[config.mk]
export PLATFORM = sky130hd
export DESIGN_NAME = past_history
export DESIGN_NICKNAME = d
export VERILOG_FILES = /design/src/rtl/past_history_pkg.sv /design/src/rtl/past_shift_reg.sv /design/src/rtl/past_history.sv
export SDC_FILE = /design/constraint.sdc
export NUM_CORES = 1
export LEC_CHECK = 0
export CAP_MARGIN = 10
export CORE_MARGIN = 10
export CORE_UTILIZATION = 38
export CTS_CLUSTER_DIAMETER = 40
export DETAILED_ROUTE_END_ITERATION = 8
export PLACE_DENSITY_LB_ADDON = 0.1
export SLEW_MARGIN = 0
export SYNTH_ARGS = -nofsm -noshare
export SYNTH_HDL_FRONTEND = slang
export SYNTH_SLANG_ARGS = --single-unit
[constraint.sdc]
create_clock -name clk -period 1.5 [get_ports clk]
set_clock_uncertainty 0.15 [all_clocks]
set_input_delay 0.3 -clock clk [delete_from_list [all_inputs] [get_ports clk]]
set_output_delay 0.3 -clock clk [all_outputs]
set_load 0.05 [all_outputs]
[src/rtl/past_history_pkg.sv]
// Shared helpers for the past_history block: clog2 sizing.
package past_history_pkg;

  function automatic int ph_clog2(input int value);
    int r;
    r = 0;
    while ((1 << r) < value) r++;
    return r;
  endfunction

  // sel/fill must hold the value DEPTH itself, hence DEPTH+1.
  function automatic int ph_sel_w(input int depth);
    return ph_clog2(depth + 1);
  endfunction

endpackage

[src/rtl/past_shift_reg.sv]
// History shift chain with a saturating fill counter; advances only on enabled edges.
module past_shift_reg
  import past_history_pkg::*;
#(
  parameter int                 WIDTH     = 1,
  parameter int                 DEPTH     = 4,
  parameter logic [WIDTH-1:0]   RESET_VAL = '0,
  parameter int                 SEL_W     = ph_sel_w(DEPTH)
) (
  input  logic                         clk,
  input  logic                         rst,
  input  logic                         en,
  input  logic [WIDTH-1:0]             d,
  output logic [DEPTH-1:0][WIDTH-1:0]  hist,
  output logic [SEL_W-1:0]             fill
);

  always_ff @(posedge clk or posedge rst) begin
    if (rst) begin
      hist <= {DEPTH{RESET_VAL}};
      fill <= '0;
    end else if (en) begin
      hist[0] <= d;
      for (int i = 1; i < DEPTH; i++) hist[i] <= hist[i-1];
      if (fill != SEL_W'(DEPTH)) fill <= fill + 1'b1;
    end
  end

endmodule

[src/rtl/past_history.sv]
// Parametrised $past/$rose/$fell/$stable/$changed history with validity tracking.
module past_history
  import past_history_pkg::*;
#(
  parameter int                 WIDTH     = 1,
  parameter int                 DEPTH     = 4,
  parameter logic [WIDTH-1:0]   RESET_VAL = '0,
  parameter int                 SEL_W     = ph_sel_w(DEPTH)
) (
  input  logic              clk,
  input  logic              rst,
  input  logic              en,
  input  logic [WIDTH-1:0]  d,
  input  logic [SEL_W-1:0]  sel,
  output logic [WIDTH-1:0]  past_q,
  output logic              past_valid,
  output logic              sel_err,
  output logic [SEL_W-1:0]  fill,
  output logic [WIDTH-1:0]  rose,
  output logic [WIDTH-1:0]  fell,
  output logic [WIDTH-1:0]  changed,
  output logic [WIDTH-1:0]  stable
);

  logic [DEPTH-1:0][WIDTH-1:0] hist;
  logic                        cmp_valid;

  past_shift_reg #(
    .WIDTH     (WIDTH),
    .DEPTH     (DEPTH),
    .RESET_VAL (RESET_VAL),
    .SEL_W     (SEL_W)
  ) u_shift (
    .clk  (clk),
    .rst  (rst),
    .en   (en),
    .d    (d),
    .hist (hist),
    .fill (fill)
  );

  assign sel_err    = (sel == '0) || (sel > SEL_W'(DEPTH));
  assign past_valid = !sel_err && (fill >= sel);
  assign cmp_valid  = fill >= SEL_W'(2);

  // Compare-based mux: an illegal sel never reaches an array index.
  always_comb begin
    past_q = '0;
    if (!sel_err) begin
      for (int i = 0; i < DEPTH; i++) begin
        if (sel == SEL_W'(i + 1)) past_q = hist[i];
      end
    end
  end

  always_comb begin
    rose    = '0;
    fell    = '0;
    changed = '0;
    stable  = '0;
    if (cmp_valid) begin
      rose    = ~hist[1] &  hist[0];
      fell    =  hist[1] & ~hist[0];
      changed =  hist[1] ^  hist[0];
      stable  = ~(hist[1] ^ hist[0]);
    end
  end

`ifdef FORMAL
`ifndef PAST_HISTORY_NO_ASSERT
  for (genvar k = 1; k <= DEPTH; k++) begin : g_past_eq
    a_past_eq: assert property (@(posedge clk) disable iff (rst)
      (en && past_valid && sel == SEL_W'(k)) |-> (past_q == $past(d, k, en)));
  end

  a_fill_max: assert property (@(posedge clk) fill <= SEL_W'(DEPTH));

  a_fill_mono: assert property (@(posedge clk) disable iff (rst)
    !$past(rst) |-> (fill >= $past(fill)));
`endif
`endif

endmodule
======== Word-level counts from Yosys, hierarchy flattened ========
Cells that the tools add are included.
storage, ports and cells
  register bits after elaboration ......... 7
  output and inout port bits .............. 10
cells by class
  add/subtract/negate cells ............... 1
  $lt $le $gt $ge ......................... 3
  eq/ne operators ......................... 5
  multiplexer cells ....................... 9
  bitwise gates (word level) .............. 6
  reduce and logical (&&, ||, !) cells .... 5
operator list
  cell                   count
  $mux W1                9
  $eq A3 B2 Y1 const B   2
  $add A3 B1 Y3 const B  1
  $eq A3 B1 Y1 const B   1
  $eq A3 B3 Y1 const B   1
  $ge A3 B2 Y1 const B   1
  $ge A3 B3 Y1           1
  $gt A3 B3 Y1 const B   1
  $logic_not A3 Y1       1
  $ne A3 B3 Y1 const B   1
  $not A1 Y1             3
  $and A1 B1 Y1          2
  $reduce_and A2 Y1      1
  $logic_and A1 B1 Y1    1
  $logic_not A1 Y1       1
  $logic_or A1 B1 Y1     1
  $xor A1 B1 Y1          1

======== Depth between registers and ports, before layout ========
  depth in word-level cells ............... 6
  depth in mapped cells ................... 5
  gate-level depth less buffers ........... 5

======== By module ========
Synthesis repeated with hierarchy kept, for this count alone.
unflattened totals
  cell total of the unflattened synthesis .. 50
  area total of the unflattened synthesis .. 514.2 um^2
by module, submodules not included
  module          times used  cells each  area an instance (um^2)  sequential area each (um^2)
  past_shift_reg  1           23          327.8                    175.2
  past_history    1           27          186.4                    0.0

======== Least setup slack after synthesis ========
No wires, ideal clock.
  kind .................................... register to output
  start ................................... register u_shift.fill[0]
  end ..................................... output port past_valid
  arrival ................................. 2305 ps
  data required time ...................... 1050 ps
  setup slack ............................. -1255 ps
  cell stages (with the launch flop) ...... 6
  cells stage by stage .................... dfrtp_1 inv_1 ha_1 nand2b_1 a211oi_1 nor3_1
on the way
  word-level cells in the longest chain between the ends .. 2
ends and longest elaborated chain
  what                    RTL line              RTL
  start, declared         past_shift_reg.sv:15  output logic [SEL_W-1:0] fill
  start signal, assigned  past_shift_reg.sv:25  if (fill != SEL_W'(DEPTH)) fill <= fill + 1'b1;
  $ge A3 B3 Y1            past_history.sv:43    assign past_valid = !sel_err && (fill >= sel);
  $logic_and A1 B1 Y1     past_history.sv:43
  end, declared           past_history.sv:16    output logic past_valid,
No other way between the ends.

======== Worst setup path after layout ========
Same ends and word-level chain as after synthesis.

==> results.md <==
- WP data arrival: approximately 1.5 ns
- RD Place Congestion: 0.7791
- Grt ovf: 0
- First-pass GRT wire length: about 2.8 mm
- Unrepaired setup endpoints after global routing: true
- Ranking of synthesized cells by area: dfrtp_1 (35%), ha_1 (20%), inv_1 (6.0%), nor2b_1 (5.0%), mux2_2 (4.5%)
- Pre-Repair DR Iteration Count: 4
- Fin nets: between 100 and 150
- Slew @ Worst Pin: 0.2612 ns
- Crit Path Category: register to output port
- Sequential area share after synthesis: between 30% and 40%
- Routed vias/inst: about 5
- Kind of end point of the critical path: output port
- HPWL after DPL: between 1 and 1.5 mm
- Most common cell after layout, fill and taps aside: buf_6
- Area post-placement: 912.1 um^2
- Setup-failing EPs final: 7
- Failing checks: setup timing
- Count of unique library cells instantiated by Yosys: 20
- Antenna cells: 0
- Syn. warnings: 0
- Max-Cap Viols: 0
- Hold/Removal Path Class: primary input to asynchronous set/reset pin
- Clk sink count: 7
- Final hold vios: 0
- Post-route ant nets: 0
- Layout cells sized above 1: between 60% and 70%
- Starting density of the core: 39.45%
- Largest net degree at the start of global routing: 8
- Antenna violations before repair: 0
- Syn_nets: 67
- Core Util, Final: between 80% and 90%
- Vias in the first global route: slightly above 600
- Synth Cell Area: around 500 um^2
- Clock root cell: clkbuf_4
- Core area: approximately 1300 um^2
- CP startpoint kind: register
- R2R cell count: 7
- Final worst path period need: roughly 2.0 ns
- H-tree levels: 1
- CTS tree: built
- Top Ports: 17
- Total track usage: 10.92%
- Pre-CTS WS: -0.7217 ns
- Residual DRC count: 0
- Clock Path Buffers: 2
- Final Max Tran Viols: 0
- Final period util: 131.1%
- Worst Setup Slack, final: -0.4663 ns
- Mean Syn Cell Area: around 9.6 um^2
- P_leak: 0.4983 nW
- Die width: between 50 and 60 um
- Pwr dens: ~1900 nW/um^2
- PortBufs: 16
- DR WL/cell: around 15 um
- # fillers: around 60
- Worst slew margin: around 83%
- CP Max Fanout: 2
- Setup_tns: -1.576 ns
- Post-CTS Hold Buffers: 0
- Fmax: 0.5086 GHz
- Skew-Pair Late Insertion Delay: about 0.25 ns
- Synth area leader: dfrtp_1
- WHS: 0.1431 ns
- Post-route cell area: approximately 1100 um^2
- Syn Inst Count: 52
- Yosys reg bits: 7
- Via count: 510
- Top cell type's share of synthesized area: around a third
- Drt initial violations: 3
- Reg clk slew, reported paths: 0.05 ns
- Chip Height: around 56 um
- Total CTS buffers: 3
- Worst vdd ir: about 0.0014 V
- Status: complete, but fails checks
- Core Rows: 13
- CP required: approximately 1.1 ns
- Post-Route WL: 1.553 mm
- Commonest cells after routing, fill and taps aside: buf_6 (10), buf_12 (9), buf_4 (7)
- Reg-to-reg slack, setup: about 0.050 ns
- Die area: around 3200 um^2
- Area Growth Syn to Fin: 118.5%
## power breakdown
| group | internal, mW | total (mW) | switching [mW] | leakage (nW) |
|---|---|---|---|---|
| Clock | 0.101 | 0.169 | 0.0681 | 0.0150 |
| Combinational | 0.783 | 1.56 | 0.781 | 0.403 |
| Sequential | 0.255 | 0.301 | 0.0466 | 0.0800 |
## cells by family after synthesis
kind of cell / Yosys count / share of synthesized area (%)
and+or+nand+nor: 15 / 15.00
xor gates and xnor gates: 1 / 1.750
DFF: 7 / 35.00
adders and majority gates: 8 / 20.00
AOI/OAI and AO/OA: 9 / 13.50
buffers and inverters: 9 / 8.250
muxes: 3 / 6.500
## worst max-delay path: stages (launching register included)
cell and delay (ns):
dfrtp_2 0.41, inv_2 0.08, ha_4 0.19, nand2b_4 0.14, a211oi_4 0.23, nor3_4 0.06
buf_6 0.15
## layout make-up
class                      count  area (um^2)  area share (%)
clock buffer                   4        26.28           2.403
multi-input combinational     36        425.4           38.90
inverter                       8        32.53           2.975
tap                           15        18.77           1.716
timing repair buffer          32        410.4           37.53
sequential                     7        180.2           16.48
## path summary, 6_finish.rpt
kind / start / end
worst max-delay path: u_shift.fill[0]$_DFFE_PP0P_ / past_valid
worst min-delay path: rst / u_shift.hist[2]$_DFFE_PP0P_
worst max register to register: u_shift.fill[0]$_DFFE_PP0P_ / u_shift.fill[1]$_DFFE_PP0P_
worst min register to register: u_shift.hist[3]$_DFFE_PP0P_ / u_shift.hist[3]$_DFFE_PP0P_
max in group asynchronous: rst / u_shift.hist[1]$_DFFE_PP0P_
min in group clk: u_shift.hist[3]$_DFFE_PP0P_ / u_shift.hist[3]$_DFFE_PP0P_
## metrics by stage
step | instances | power, mW
floorplan | 52 | 0.9992
global placement | 94 | 1.577
detailed placement | 94 | 1.617
CTS | 104 | 2.021
global route | 102 | 2.133
finish | 102 | 2.034
## repair_timing
action | 4_1_cts | 5_1_grt
endpoints found under the setup margin | 7 | 10
gates resized for setup | 35 | 9
pin swaps | 7 | 4
buffers inserted | 6 | 0
## cells in the mapped netlist
cell	count
dfrtp_1	7
nand2_1	3
nor2b_1	4
o21ai_0	3
ha_1	8
a21oi_1	1
xnor2_1	1
o21ai_1	1
buf_6	1
a31oi_1	1
inv_1	8
a32o_1	1
mux2i_1	1
nand2b_1	1
nor3_1	2
nor2_1	4
mux2_2	2
a21boi_4	1
nand3b_1	1
a211oi_1	1
## layer usage
metal  share of wire, %  global-route usage [%]
met1                 37                   10.34
met2                 56                   21.24
met3                6.2                   3.820
met4                1.4                   3.093
met5                  0                       0
## flip-flops by register name (all words and copies together) (netlist names)
signal        flops
u_shift.hist      4
u_shift.fill      3
No activity file was read; power rests on OpenSTA's default activity.
